**src/rtl/dma_controller_pkg.sv**
```systemverilog
// Shared definitions for the DMA bus-master: widths, burst geometry and FSM encodings.
// The CPU grant logic imports the same package so both ends agree on the grant window.
package dma_controller_pkg;

    localparam int WORD_SIZE    = 16;
    localparam int BURST_WORDS  = 4;
    localparam int FETCH_SIZE   = BURST_WORDS * WORD_SIZE;
    localparam int NUM_BURSTS   = 3;
    localparam int BURST_CYCLES = 4;
    localparam int GRANT_CYCLES = NUM_BURSTS * BURST_CYCLES;
    localparam int LINE_W       = 2;
    localparam int CYC_W        = 2;

    // ST_BACKOFF keeps BR low for one cycle after the CPU revokes the bus.
    typedef enum logic [2:0] {
        ST_IDLE    = 3'd0,
        ST_REQ     = 3'd1,
        ST_XFER    = 3'd2,
        ST_DONE    = 3'd3,
        ST_BACKOFF = 3'd4
    } dma_state_t;

    // Destination word address of a line; wraps modulo 2^WORD_SIZE.
    function automatic logic [WORD_SIZE-1:0] line_address(
        input logic [WORD_SIZE-1:0] base,
        input logic [LINE_W-1:0]    line
    );
        logic [WORD_SIZE-1:0] offset;
        offset = WORD_SIZE'(line) * WORD_SIZE'(BURST_WORDS);
        return base + offset;
    endfunction

endpackage

```
**src/rtl/dma_controller_burst_counter.sv**
```systemverilog
// Cycle-within-line and line counters for the DMA transfer, with end-of-transfer flag.
module dma_burst_counter
    import dma_controller_pkg::*;
(
    input  logic              Clk,
    input  logic              Reset_N,
    input  logic              start,
    input  logic              restart,
    input  logic              step,
    output logic [LINE_W-1:0] line,
    output logic              xfer_done
);

    localparam logic [CYC_W-1:0]  CYC_LAST  = CYC_W'(BURST_CYCLES - 1);
    localparam logic [LINE_W-1:0] LINE_LAST = LINE_W'(NUM_BURSTS - 1);

    logic [CYC_W-1:0] cyc_r;

    assign xfer_done = (cyc_r == CYC_LAST) && (line == LINE_LAST);

    // Restart drops only the cycle count so an aborted line is rewritten in full.
    always_ff @(posedge Clk or negedge Reset_N) begin
        if (!Reset_N) begin
            cyc_r <= {CYC_W{1'b0}};
            line  <= {LINE_W{1'b0}};
        end else if (start) begin
            cyc_r <= {CYC_W{1'b0}};
            line  <= {LINE_W{1'b0}};
        end else if (restart) begin
            cyc_r <= {CYC_W{1'b0}};
        end else if (step) begin
            if (cyc_r == CYC_LAST) begin
                cyc_r <= {CYC_W{1'b0}};
                line  <= (line == LINE_LAST) ? {LINE_W{1'b0}} : line + LINE_W'(1);
            end else begin
                cyc_r <= cyc_r + CYC_W'(1);
            end
        end
    end

endmodule

```
**src/rtl/dma_controller.sv**
```systemverilog
// DMA bus master: requests the bus, writes NUM_BURSTS device lines to memory, then
// releases the bus and pulses dma_end. Yields immediately if the CPU drops BG.
module dma_controller
    import dma_controller_pkg::*;
(
    input  logic                  Clk,
    input  logic                  Reset_N,
    input  logic                  cmd,
    input  logic [WORD_SIZE-1:0]  dma_base,
    input  logic [FETCH_SIZE-1:0] dev_data,
    output logic [LINE_W-1:0]     dev_line,
    input  logic                  BG,
    output logic                  BR,
    output logic [WORD_SIZE-1:0]  d_address,
    output logic [FETCH_SIZE-1:0] d_data,
    output logic                  d_writeM,
    output logic                  d_oe,
    output logic                  dma_end
);

    dma_state_t           state_r;
    logic [WORD_SIZE-1:0] base_r;
    logic [LINE_W-1:0]    line_s;
    logic                 xfer_done_s;
    logic                 cnt_start_s;
    logic                 cnt_restart_s;
    logic                 cnt_step_s;
    logic                 drive_s;

    dma_burst_counter u_counter (
        .Clk       (Clk),
        .Reset_N   (Reset_N),
        .start     (cnt_start_s),
        .restart   (cnt_restart_s),
        .step      (cnt_step_s),
        .line      (line_s),
        .xfer_done (xfer_done_s)
    );

    // Counter control and bus drive; drive follows BG combinationally so a revoke aborts at once.
    always_comb begin
        cnt_start_s   = 1'b0;
        cnt_restart_s = 1'b0;
        cnt_step_s    = 1'b0;
        drive_s       = 1'b0;
        if (state_r == ST_XFER) begin
            drive_s    = BG;
            cnt_step_s = BG;
        end else if (state_r == ST_IDLE) begin
            cnt_start_s = cmd;
        end else begin
            cnt_restart_s = 1'b1;
        end
    end

    // Bus-side outputs are forced to zero whenever the DMA is not driving.
    always_comb begin
        d_oe     = drive_s;
        d_writeM = drive_s;
        dev_line = line_s;
        if (drive_s) begin
            d_address = line_address(base_r, line_s);
            d_data    = dev_data;
        end else begin
            d_address = {WORD_SIZE{1'b0}};
            d_data    = {FETCH_SIZE{1'b0}};
        end
    end

    // Handshake FSM with registered BR and dma_end.
    always_ff @(posedge Clk or negedge Reset_N) begin
        if (!Reset_N) begin
            state_r <= ST_IDLE;
            base_r  <= {WORD_SIZE{1'b0}};
            BR      <= 1'b0;
            dma_end <= 1'b0;
        end else begin
            case (state_r)
                ST_IDLE: begin
                    dma_end <= 1'b0;
                    if (cmd) begin
                        base_r  <= dma_base;
                        BR      <= 1'b1;
                        state_r <= ST_REQ;
                    end
                end
                ST_REQ: begin
                    if (BG) begin
                        state_r <= ST_XFER;
                    end
                end
                ST_XFER: begin
                    if (!BG) begin
                        BR      <= 1'b0;
                        state_r <= ST_BACKOFF;
                    end else if (xfer_done_s) begin
                        BR      <= 1'b0;
                        dma_end <= 1'b1;
                        state_r <= ST_DONE;
                    end
                end
                ST_DONE: begin
                    dma_end <= 1'b0;
                    state_r <= ST_IDLE;
                end
                ST_BACKOFF: begin
                    BR      <= 1'b1;
                    state_r <= ST_REQ;
                end
                default: begin
                    BR      <= 1'b0;
                    dma_end <= 1'b0;
                    state_r <= ST_IDLE;
                end
            endcase
        end
    end

endmodule

```
**config.mk**
```make
export PLATFORM = sky130hd
export DESIGN_NAME = dma_controller
export DESIGN_NICKNAME = d
export VERILOG_FILES = /design/src/rtl/dma_controller_pkg.sv /design/src/rtl/dma_controller_burst_counter.sv /design/src/rtl/dma_controller.sv
export SDC_FILE = /design/constraint.sdc
export NUM_CORES = 1
export LEC_CHECK = 0
export BUFFER_PORTS_ARGS = -buffer_cell sky130_fd_sc_hd__buf_2
export CORE_ASPECT_RATIO = 1.75
export CORE_MARGIN = 2
export CORE_UTILIZATION = 38
export DETAILED_ROUTE_END_ITERATION = 12
export GPL_ROUTABILITY_DRIVEN = 0
export GPL_TIMING_DRIVEN = 0
export HOLD_SLACK_MARGIN = 0.03
export PLACE_DENSITY = 0.82
export SLEW_MARGIN = 20
export SYNTH_ARGS = -nofsm -noshare
export SYNTH_HDL_FRONTEND = slang
export SYNTH_SLANG_ARGS = --single-unit
export TNS_END_PERCENT = 10
```
**constraint.sdc**
```tcl
create_clock -name Clk -period 2.2 [get_ports Clk]
set_clock_uncertainty 0.15 [all_clocks]
set_input_delay 0.11 -clock Clk [delete_from_list [all_inputs] [get_ports Clk]]
set_output_delay 0.11 -clock Clk [all_outputs]
set_load 0.05 [all_outputs]
```
## Word-level counts from Yosys, hierarchy flattened

Index checks and enable logic that the tools add are counted.

| word-level totals | value |
|---|---|
| memories | 0 |
| bits in writable memories | 0 |
| latch bits | 0 |
| register bits after elaboration | 25 |
| memory bits (read-only) | 0 |

| operators by class | value |
|---|---|
| multipliers | 0 |
| bitwise operators | 2 |
| divide/modulo/power cells | 0 |
| reductions and logical operators | 12 |
| add/subtract/negate cells | 3 |
| shift operators | 0 |
| magnitude comparators | 0 |
| equal/unequal tests | 12 |
| mux-type cells | 28 |

Operators with widths:

| operator | number |
|---|---|
| 64-bit two-way mux | 1 |
| 2-bit two-way mux | 9 |
| 16-bit by 4-bit adder with 16-bit output | 1 |
| 16-bit two-way mux | 1 |
| 3-bit two-way mux | 4 |
| 3-bit one-hot mux with 4 select lines | 1 |
| 3-bit AND reduction | 4 |
| 1-bit two-way mux | 10 |
| 2-bit != test, second input constant | 4 |
| 3-bit by 2-bit == test with 1-bit output, second input constant | 2 |
| 2-bit by 1-bit adder with 2-bit output, second input constant | 2 |
| 2-bit == test, second input constant | 2 |
| 1-bit one-hot mux with 4 select lines | 1 |
| 2-bit nonzero test | 2 |
| 2-bit OR reduction | 2 |
| 3-bit by 1-bit == test with 1-bit output, second input constant | 1 |
| 3-bit == test, second input constant | 1 |
| 3-bit zero test | 1 |
| 3-bit by 2-bit != test with 1-bit output, second input constant | 1 |
| 3-bit nonzero test | 1 |
| 2-bit by 1-bit != test with 1-bit output, second input constant | 1 |
| 1-bit inverter | 2 |
| 1-bit one-hot mux with 2 select lines | 1 |
| 2-bit AND reduction | 1 |
| 1-bit logical AND | 1 |

## Depth between registers and ports, before layout

| logic depth | value |
|---|---|
| word-level depth | 6 |
| depth in mapped cells | 7 |
| mapped depth without buffers | 6 |

## By module

Synthesis repeated with hierarchy kept, for this count alone.

| second synthesis, totals | value |
|---|---|
| cells, all modules | 219 |
| area, all modules | 1950.6 um^2 |

By module, submodules not included:

| module | area each (um^2) | cells each | instances | sequential area each (um^2) |
|---|---|---|---|---|
| dma_controller | 1730.4 | 201 | 1 | 525.5 |
| dma_burst_counter | 220.2 | 18 | 1 | 100.1 |

## Worst setup path after synthesis

OpenSTA, ideal clock, no wires.

| timing | value |
|---|---|
| path type | reg-to-output |
| start point | register u_counter.line[0] |
| end point | output port d_address[10] |
| arrival | 2355 ps |
| stages on the path, launching flop included | 7 |
| required time | 1940 ps |
| buffers on the path | 0 |
| setup slack | -415 ps |
| cells stage by stage | dfrtp_1 ha_1 fa_1 and4_1 nand4_1 xor2_1 nor2_1 |

| between the ends | value |
|---|---|
| cells in the longest elaborated chain, start to end | 2 |

RTL lines:

| element | line | source |
|---|---|---|
| start, declared | dma_controller_burst_counter.sv:10 | `output logic [LINE_W-1:0] line,` |
| start signal, assigned | dma_controller_burst_counter.sv:25 | `line <= {LINE_W{1'b0}};` |
| start signal, assigned | dma_controller_burst_counter.sv:28 | `line <= {LINE_W{1'b0}};` |
| start signal, assigned | dma_controller_burst_counter.sv:34 | `line <= (line == LINE_LAST) ? {LINE_W{1'b0}} : line + LINE_W'(1);` |
| 16-bit by 4-bit adder with 16-bit output | dma_controller_pkg.sv:30 | `return base + offset;` |
| 16-bit two-way mux | dma_controller.sv:61 | `if (drive_s) begin` |
| end, declared | dma_controller.sv:14 | `output logic [WORD_SIZE-1:0] d_address,` |

No other way between the ends.

## Final worst setup path

Ends and elaborated chain as after synthesis.

==> impl_results.md <==
* Tmin final at 2.25 ns
* EDFF count, synth at 0
* CP required at 1.94 ns
* Sw frac at 0.518
* Largest area contributor in the netlist: dfrtp_1
* Hold Crit Class: primary input to async pin
* Final setup vio count at 5
* CTS max path bufs at 2
* Failing checks: setup timing
* Largest net degree at the start of global routing at 26
* Final worst path period share at 1.02
* Antenna violations before repair at 0
* Overall power at 0.00304 W
* Yosys reg bits at 25
* Multi-input logic area at 1300 um^2
* Share of cells above drive strength 1 at 0.587
* Clock sinks at 25
* Top post-synthesis cells by count: and2_1 (69), dfrtp_1 (25), mux2_2 (15), nor2_1 (13), clkbuf_1 (8)
* Max Freq at 444 MHz
* GRT Util Overall at 0.260
* Die Ht at 97.1 um
* Placed instance area at 2840 um^2
* Vias in the first global route at 2307
* First-pass GRT wire length at 11200 um
* Core area at 4750 um^2
* Slew margin rel. at 0.619
* Die width at 57.2 um
* Worst Max-Slew Pin Slew at 0.572 ns
* Sum of negative setup slack at -0.124 ns
* Area contributors post-synth: dfrtp_1 (33%), and2_1 (23%), mux2_2 (9.0%), xnor2_1 (3.3%), nor2_1 (2.6%)
* Final non-filler cell area at 3250 um^2
* Leak Pwr at 1.74 nW
* Combinational share of power at 0.622
* GRT overflow at 0
* Ys flop type: dfrtp_1
* DRC viols at 0
* Distinct cell type count after synthesis at 35
* TritonRoute pass-1 iters at 4
* Power Dens Cells at 936 nW/um^2
* IO Pins at 170
* Ant. Diodes at 0
* Power share of the sequential group at 0.287
* Nets at 493
* Die area at 5560 um^2
* Register area share after synthesis at 0.332
* CP arrival at 1.99 ns
* WHS at 0.236 ns
* Setup crit start kind: flop
* Mapped Area at 1880 um^2
* Syn Inst Count at 209
* Clock buffer count from CTS at 3
* Detail Route Antenna Nets at 0
* Post-layout util at 0.684
* CP max FO at 4
* Setup Crit Path Kind: flop to primary output
* Drt via density at 5.07
* Hold Vio Cnt, Final at 0
* Sequential Area at 628 um^2
* Net Count, Synth at 297
* Initial DRC count at 106
* Int Pwr at 0.00147 W
* Detailed-route via count at 2310
* Peak VDD IR at 0.000789 V
* Worst setup EP type: primary output
* CTS clk-pin slew, worst paths at 0.09 ns
* Drt wl/cell at 16.1 um
* Yosys warnings at 0
* Routed wire length at 7360 um
* Mean Syn Cell Area at 9.01 um^2
* P&R area growth vs syn at 72.5%
* Post-synth top area share at 0.332
* Worst setup margin at -0.0539 ns
* Most common cell in the synthesized netlist: and2_1
* Number of cell rows at 33
* Share of total power in the clock network at 0.091
* Run status: finished with violations
* Max_cap viols at 0
* RSZ-0062 raised after global routing: yes
* CTS root buf: clkbuf_8
* I/O Buffers at 169
* Final Slew Violations at 0
* Hpwl dp at 5770 um
* Filler Cell Count at 373
* Sw Pwr at 0.00157 W
* CTS tree: built
* Starting density of the core at 0.397
* # H-tree levels at 1
* Latest clock arrival within the worst-skew pair at 0.27 ns
* Post-synthesis async set-or-reset flop share at 1.00
metal layers:
| layer | wire (um) | GRT usage | vias up |
|---|---|---|---|
| li1 | - | - | 1083 |
| met4 | 117 | 0.0698 | 0 |
| met5 | 0 | 0 | - |
| met2 | 3680 | 0.454 | 150 |
| met1 | 2950 | 0.337 | 1067 |
| met3 | 609 | 0.0226 | 10 |
stage by stage:
step                      setup slack [ns]  cells
final                              -0.0539    456
after global routing                -0.107    456
after CTS                          -0.0868    455
after floorplan                     -0.159    209
after global placement             -0.0430    430
after detailed placement           -0.0648    430
worst paths after layout:
check                                  start                end  slack (ns)  cells past startpoint
setup reg to reg                  state_r[2]          base_r[2]        0.38                      4
min in group Clk                   base_r[0]          base_r[0]        0.36                      1
setup / recovery           u_counter.line[0]      d_address[10]       -0.05                      7
hold reg to reg                    base_r[0]          base_r[0]        0.36                      1
max in group asynchronous            Reset_N  u_counter.line[0]        1.26                      2
hold / removal                       Reset_N                 BR        0.24                      2
cells in the final DEF, fill, tap and decap left out, drive strengths merged, types with 3 or more instances in the layout:
| master | n |
|---|---|
| nor3 | 4 |
| nand4 | 5 |
| inv | 3 |
| nand3 | 6 |
| buf | 179 |
| xor2 | 5 |
| a21oi | 7 |
| clkbuf | 10 |
| nor2 | 14 |
| xnor2 | 7 |
| ha | 3 |
| and2 | 69 |
| dlygate4sd3 | 19 |
| dfrtp | 25 |
| mux2 | 16 |
| o21ai | 4 |
| nand2 | 8 |
| or3 | 4 |
registers in the layout, indices dropped and copies added (netlist names):
| register | cells |
|---|---|
| dma_end | 1 |
| u_counter.cyc_r | 2 |
| u_counter.line | 2 |
| base_r | 16 |
| BR | 1 |
| state_r | 3 |
cell families after synthesis:
family | count (synthesis) | share of synthesized area
multiplexers | 16 | 0.0957
adder cells (fa/ha/maj) | 4 | 0.0306
XOR/XNOR | 12 | 0.0558
flip-flops | 25 | 0.332
AO/OA/AOI/OAI | 15 | 0.0485
AND/OR/NAND/NOR | 119 | 0.391
buffers and inverters | 18 | 0.0465
critical path, cell delays in order, from the launching register on:
cell	delay [ns]
dfrtp_2	0.44
ha_4	0.18
fa_2	0.34
and4_4	0.22
nand4_1	0.14
xor2_2	0.19
nor2_4	0.05
buf_8	0.15
power groups by stage:
stage | Sequential (W) | Clock [W] | Combinational, W
finish | 0.000874 | 0.000277 | 0.00189
global route | 0.000910 | 0.000306 | 0.00200
CTS | 0.000855 | 0.000282 | 0.00187
detailed placement | 0.000848 | 0 | 0.00177
global placement | 0.000831 | 0 | 0.00174
floorplan | 0.000829 | 0 | 0.00136
what timing repair did:
action / CTS / global route
resized for setup: 38 / 5
endpoints found under the setup margin: 81 / 77
hold buffers: 19 / 0
pin swaps: 3 / 5
hold endpoints to repair: 44 / 0
setup buffers: 2 / 1
layout make-up:
type | count | area share
timing repair buffer | 191 | 0.343
tap | 52 | 0.0200
buffer | 14 | 0.0250
sequential | 25 | 0.193
multi-input combinational | 166 | 0.399
inverter | 4 | 0.00501
clock inverter | 1 | 0.00154
clock buffer | 3 | 0.0127
No activity file was read; power rests on OpenSTA's default activity.
